<file path="config.mk">
export PLATFORM = sky130hd
export DESIGN_NAME = byte_memory
export DESIGN_NICKNAME = d
export VERILOG_FILES = /design/src/rtl/byte_memory.sv
export SDC_FILE = /design/constraint.sdc
export NUM_CORES = 1
export LEC_CHECK = 0
export BUFFER_PORTS_ARGS = -buffer_cell sky130_fd_sc_hd__buf_2
export CORE_ASPECT_RATIO = 1.2
export CORE_MARGIN = 5
export CORE_UTILIZATION = 55
export DETAILED_ROUTE_END_ITERATION = 8
export PLACE_DENSITY_LB_ADDON = 0.25
export SYNTH_ARGS = -nofsm -noshare
export SYNTH_HDL_FRONTEND = slang
export SYNTH_SLANG_ARGS = --single-unit
export TNS_END_PERCENT = 10
</file>
<file path="constraint.sdc">
create_clock -name clk -period 3.5 [get_ports clk]
set_input_delay 0.7 -clock clk [delete_from_list [all_inputs] [get_ports clk]]
set_output_delay 0.7 -clock clk [all_outputs]
set_load 0.005 [all_outputs]
</file>
<file path="src/rtl/byte_memory.sv">
// byte_memory: single-port byte-strobed data memory with request/response handshake and hardware clear.
// Ports:
//   clk, reset                  - single clock, synchronous active-high reset (starts clear sequence)
//   req_valid/req_ready         - request handshake; accept when both high
//   req_write/addr/wdata/be     - request payload (byte address, per-byte enables)
//   rsp_valid/rsp_rdata/rsp_error - one-cycle response pulse per accepted request
//   busy                        - clear sequence in progress
//   err_count                   - saturating count of error responses
module byte_memory #(
    parameter int DATA_WIDTH = 32,
    parameter int DEPTH      = 32,
    parameter int ADDR_WIDTH = 32
) (
    input  logic                    clk,
    input  logic                    reset,
    input  logic                    req_valid,
    output logic                    req_ready,
    input  logic                    req_write,
    input  logic [ADDR_WIDTH-1:0]   req_addr,
    input  logic [DATA_WIDTH-1:0]   req_wdata,
    input  logic [DATA_WIDTH/8-1:0] req_be,
    output logic                    rsp_valid,
    output logic [DATA_WIDTH-1:0]   rsp_rdata,
    output logic                    rsp_error,
    output logic                    busy,
    output logic [7:0]              err_count
);
    localparam int NB  = DATA_WIDTH / 8;
    localparam int OFF = $clog2(NB);
    localparam int IW  = $clog2(DEPTH);

    typedef enum logic {CLEAR, READY} state_t;

    state_t                state_q, state_d;
    logic [IW-1:0]         clr_idx_q, clr_idx_d;
    logic                  ready_q, ready_d, busy_q, busy_d;
    logic                  rsp_valid_q, rsp_valid_d, rsp_error_q, rsp_error_d;
    logic [DATA_WIDTH-1:0] rsp_rdata_q, rsp_rdata_d;
    logic [7:0]            err_count_q, err_count_d;
    logic [DATA_WIDTH-1:0] mem_q [DEPTH];

    logic [ADDR_WIDTH-1:0] word_addr;
    logic [IW-1:0]         widx;
    logic                  accept, req_err, wr_en;

    // Range check uses the full shifted address so high address bits never alias into the array.
    assign word_addr = req_addr >> OFF;
    assign widx      = word_addr[IW-1:0];
    assign accept    = req_valid && ready_q;
    assign req_err   = (|(req_addr & ADDR_WIDTH'(NB - 1))) || (word_addr >= ADDR_WIDTH'(DEPTH));
    assign wr_en     = accept && req_write && !req_err;

    always_comb begin
        state_d     = state_q;
        clr_idx_d   = clr_idx_q;
        ready_d     = ready_q;
        busy_d      = busy_q;
        if (state_q == CLEAR) begin
            clr_idx_d = clr_idx_q + 1'b1;
            if (clr_idx_q == IW'(DEPTH - 1)) begin
                state_d = READY;
                ready_d = 1'b1;
                busy_d  = 1'b0;
            end
        end
        rsp_valid_d = accept;
        rsp_error_d = accept ? req_err : rsp_error_q;
        rsp_rdata_d = accept ? ((req_write || req_err) ? '0 : mem_q[widx]) : rsp_rdata_q;
        err_count_d = err_count_q + 8'(accept && req_err && err_count_q != 8'hFF);
    end

    always_ff @(posedge clk) begin
        if (reset) begin
            state_q     <= CLEAR;
            clr_idx_q   <= '0;
            ready_q     <= 1'b0;
            busy_q      <= 1'b1;
            rsp_valid_q <= 1'b0;
            rsp_error_q <= 1'b0;
            rsp_rdata_q <= '0;
            err_count_q <= '0;
        end else begin
            state_q     <= state_d;
            clr_idx_q   <= clr_idx_d;
            ready_q     <= ready_d;
            busy_q      <= busy_d;
            rsp_valid_q <= rsp_valid_d;
            rsp_error_q <= rsp_error_d;
            rsp_rdata_q <= rsp_rdata_d;
            err_count_q <= err_count_d;
        end
    end

    // Array is not reset directly; the clear sequencer zeroes it one word per cycle.
    always_ff @(posedge clk) begin
        if (!reset) begin
            if (state_q == CLEAR)
                mem_q[clr_idx_q] <= '0;
            else if (wr_en)
                for (int b = 0; b < NB; b++)
                    if (req_be[b]) mem_q[widx][8*b +: 8] <= req_wdata[8*b +: 8];
        end
    end

    assign req_ready = ready_q;
    assign busy      = busy_q;
    assign rsp_valid = rsp_valid_q;
    assign rsp_error = rsp_error_q;
    assign rsp_rdata = rsp_rdata_q;
    assign err_count = err_count_q;
endmodule

</file>
==> flow_summary.json <==
{
  "status": "completed",
  "routedWlPerCell_um": 28.5,
  "synth-main-ff-cell": "edfxtp_1",
  "max_freq_mhz": 303,
  "fin_skew_ns": 0.0180,
  "core.rowCount": 111,
  "stdcell_count": 3495,
  "initial_core_util_pct": 55.3,
  "track_usage_pct": 24.1,
  "io_buffers": 115,
  "critPathLaunchType": "input port",
  "dpl-instance-area_um2": 45900,
  "finalSetupViolCount": 0,
  "path_cells": "buf_2, nor4_1, nand3_1, nor3_4, buf_12, mux2i_2, nor3_1",
  "reg2reg_from": "req_ready",
  "grt_pass1_wl_um": 149000,
  "crit_arrival_ns": 3.59,
  "leakage_nw": 17.7,
  "cts.sink_count": 1074,
  "crit_required_ns": 3.79,
  "power_density_nw_per_um2": 524,
  "period_minus_slack_ns": 3.30,
  "setup_tns_ns": 0,
  "design_area_um2": 49200,
  "drc": 0,
  "ys_seq_elements": 1074,
  "syn_area_um2": 42100,
  "grt_max_degree": 81,
  "path_class": "input port to flop",
  "vias_per_cell": 6.26,
  "worstSetupEndpoint": "mem_q[7][30]",
  "die_w_um": 263,
  "core_area_um2": 76200,
  "min_period_over_period_pct": 94.4,
  "final-hold-violation-count": 0,
  "antenna_violating_nets_post_route": 0,
  "crit_fanout": 9,
  "antenna_found_initial": 4,
  "post-route-util_pct": 64.6,
  "drt_iter0_markers": 2102,
  "peakVddDrop_mv": 0.352,
  "grt_overflow": 0,
  "cts_tree": "yes",
  "netlist_instances": 2107,
  "dp.cells": 3312,
  "slowest_delay_ns": 1.02,
  "ys_seq_area_share_pct": 75.4,
  "hpwl_um": 63000,
  "critPathCaptureType": "flop",
  "cp_top_family": "simple AND/OR/NAND/NOR gates",
  "gp_congestion": 0.838,
  "cts_root_buf": "clkbuf_16",
  "fp.dieH_um": 313,
  "async_reset_ff_share_pct": 0,
  "firstDrtPassIters": 5,
  "wirelength_um": 99500,
  "cts_setup_buffers": 0,
  "r2r-end": "mem_q[7][30]",
  "syn_area_per_cell_um2": 20.0,
  "syn_nets": 2183,
  "hold_class": "input port to flop",
  "power_mw": 25.8,
  "path_depth": 7,
  "ys_types": 48,
  "insertion_delay_ns": 0.66,
  "clock_path_buffers": 3,
  "rr_worst_depth": 6,
  "die_area_um2": 82300,
  "hold_ws_ns": 0.407,
  "crit_path_start": "req_addr[29]",
  "numCtsBuffers": 95,
  "layout.nets": 2470,
  "worst_pin_slew_ns": 1.37,
  "area_delta_synth_final_pct": 16.8,
  "grt_pass1_vias": 22600,
  "synth_edf_count": 1024,
  "layout_commonest_cell": "edfxtp_1",
  "layout_common_cells": "edfxtp_1, mux2i_1, mux4_2",
  "cts.clk_slew.worst_paths_ns": 0.06,
  "htree_levels": 3,
  "max-cap-violations": 0,
  "drive_gt1_share_pct": 29.9,
  "relSlewSlack_pct": 8.29,
  "synth_warnings": 0,
  "slowest_stage": "mux2i_2",
  "rsz0062_at_grt": "no",
  "slew_viol_final": 0,
  "worst-path-buf-inv": 2,
  "vias": 21900,
  "regToRegSetupSlack_ns": 0.22,
  "dp_slack_ns": -0.822,
  "io_pins": 116,
  "fin_ws_ns": 0.197
}
[sequential cells by signal, indices dropped and copies added, names as in the netlist]
name	flops
clr_idx_q	5
rsp_error	1
mem_q	1024
state_q	1
busy	1
rsp_valid	1
rsp_rdata	32
req_ready	1
err_count	8
[tightest hold or removal path: cells and delay by family]
kind | cells | cell delay (ns)
AOI/OAI and AO/OA | 1 | 0.08
buffers and inverters | 2 | 0.23
[where the power goes]
part | switching, mW | internal, mW | leakage (nW)
Sequential | 0.0225 | 13.9 | 11.0
Combinational | 0.662 | 0.457 | 5.10
Clock | 4.49 | 6.23 | 1.55
[area by class of cell]
cell class              count  area (µm²)
repair buffers            331        2890
multi-input cells         889       10100
clock inverters            53         608
clock buffers             125        2620
well taps                1017        1270
fillers                  4951       27000
diodes                      3        7.51
flip-flops and latches   1074       31800
inverters                   3        11.3
[routing by layer]
layer,share of wire [%],GRT usage [%],up-vias,routed length (µm)
met1,38,32.2,11400,37800
met3,6.9,3.47,193,6900
met5,0.020,0,-,20
met4,3.3,7.93,2,3270
li1,-,-,9366,-
met2,52,41.6,904,51500
[synth_stat cells (all sizes together), types with 2 or more instances]
cell type / instances / share of area [%]
edfxtp: 1024 / 73
mux2i: 229 / 5.4
mux4: 195 / 10
nor3: 100 / 1.2
a22oi: 94 / 1.7
clkbuf: 84 / 0.75
buf: 57 / 0.70
dfxtp: 50 / 2.4
nor4: 39 / 0.79
and2: 36 / 0.53
a31oi: 33 / 0.49
o21ai: 33 / 0.39
a22o: 31 / 0.64
nor2: 22 / 0.20
nor2b: 13 / 0.19
nand2: 7 / 0.062
a211o: 5 / 0.10
a21o: 5 / 0.089
a21oi: 5 / 0.059
nand3: 5 / 0.059
xor2: 5 / 0.10
a41oi: 4 / 0.10
and3: 4 / 0.059
ha: 4 / 0.12
nand4: 4 / 0.074
inv: 3 / 0.027
or3: 3 / 0.056
mux2: 2 / 0.053
nand3b: 2 / 0.045
xnor2: 2 / 0.042
[how the worst min path moves through the flow]
| stage | startpoint | end | slack, ns | cells after the start |
|---|---|---|---|---|
| CTS | req_valid | rsp_error | 0.37 | 3 |
| finish | req_valid | rsp_error | 0.41 | 3 |
| global placement | busy | busy | 0.45 | 1 |
| global route | req_valid | rsp_error | 0.40 | 3 |
| floorplan | busy | busy | 0.45 | 1 |
| detailed placement | busy | busy | 0.45 | 1 |
[timing repair]
item,in CTS,in global routing
hold endpoints to repair,0,0
hold buffers,0,0
resized for setup,13,7
setup endpoints to repair,104,142
[cells by family after synthesis]
family | count (synthesis) | share of synthesized area (%)
compound gates | 212 | 3.59
fa+ha+maj | 4 | 0.119
xor+xnor | 7 | 0.146
buf+inv | 144 | 1.47
mux | 426 | 15.9
flops | 1074 | 75.4
simple gates | 240 | 3.39
Note: power is estimated with default switching activity, not from simulation.
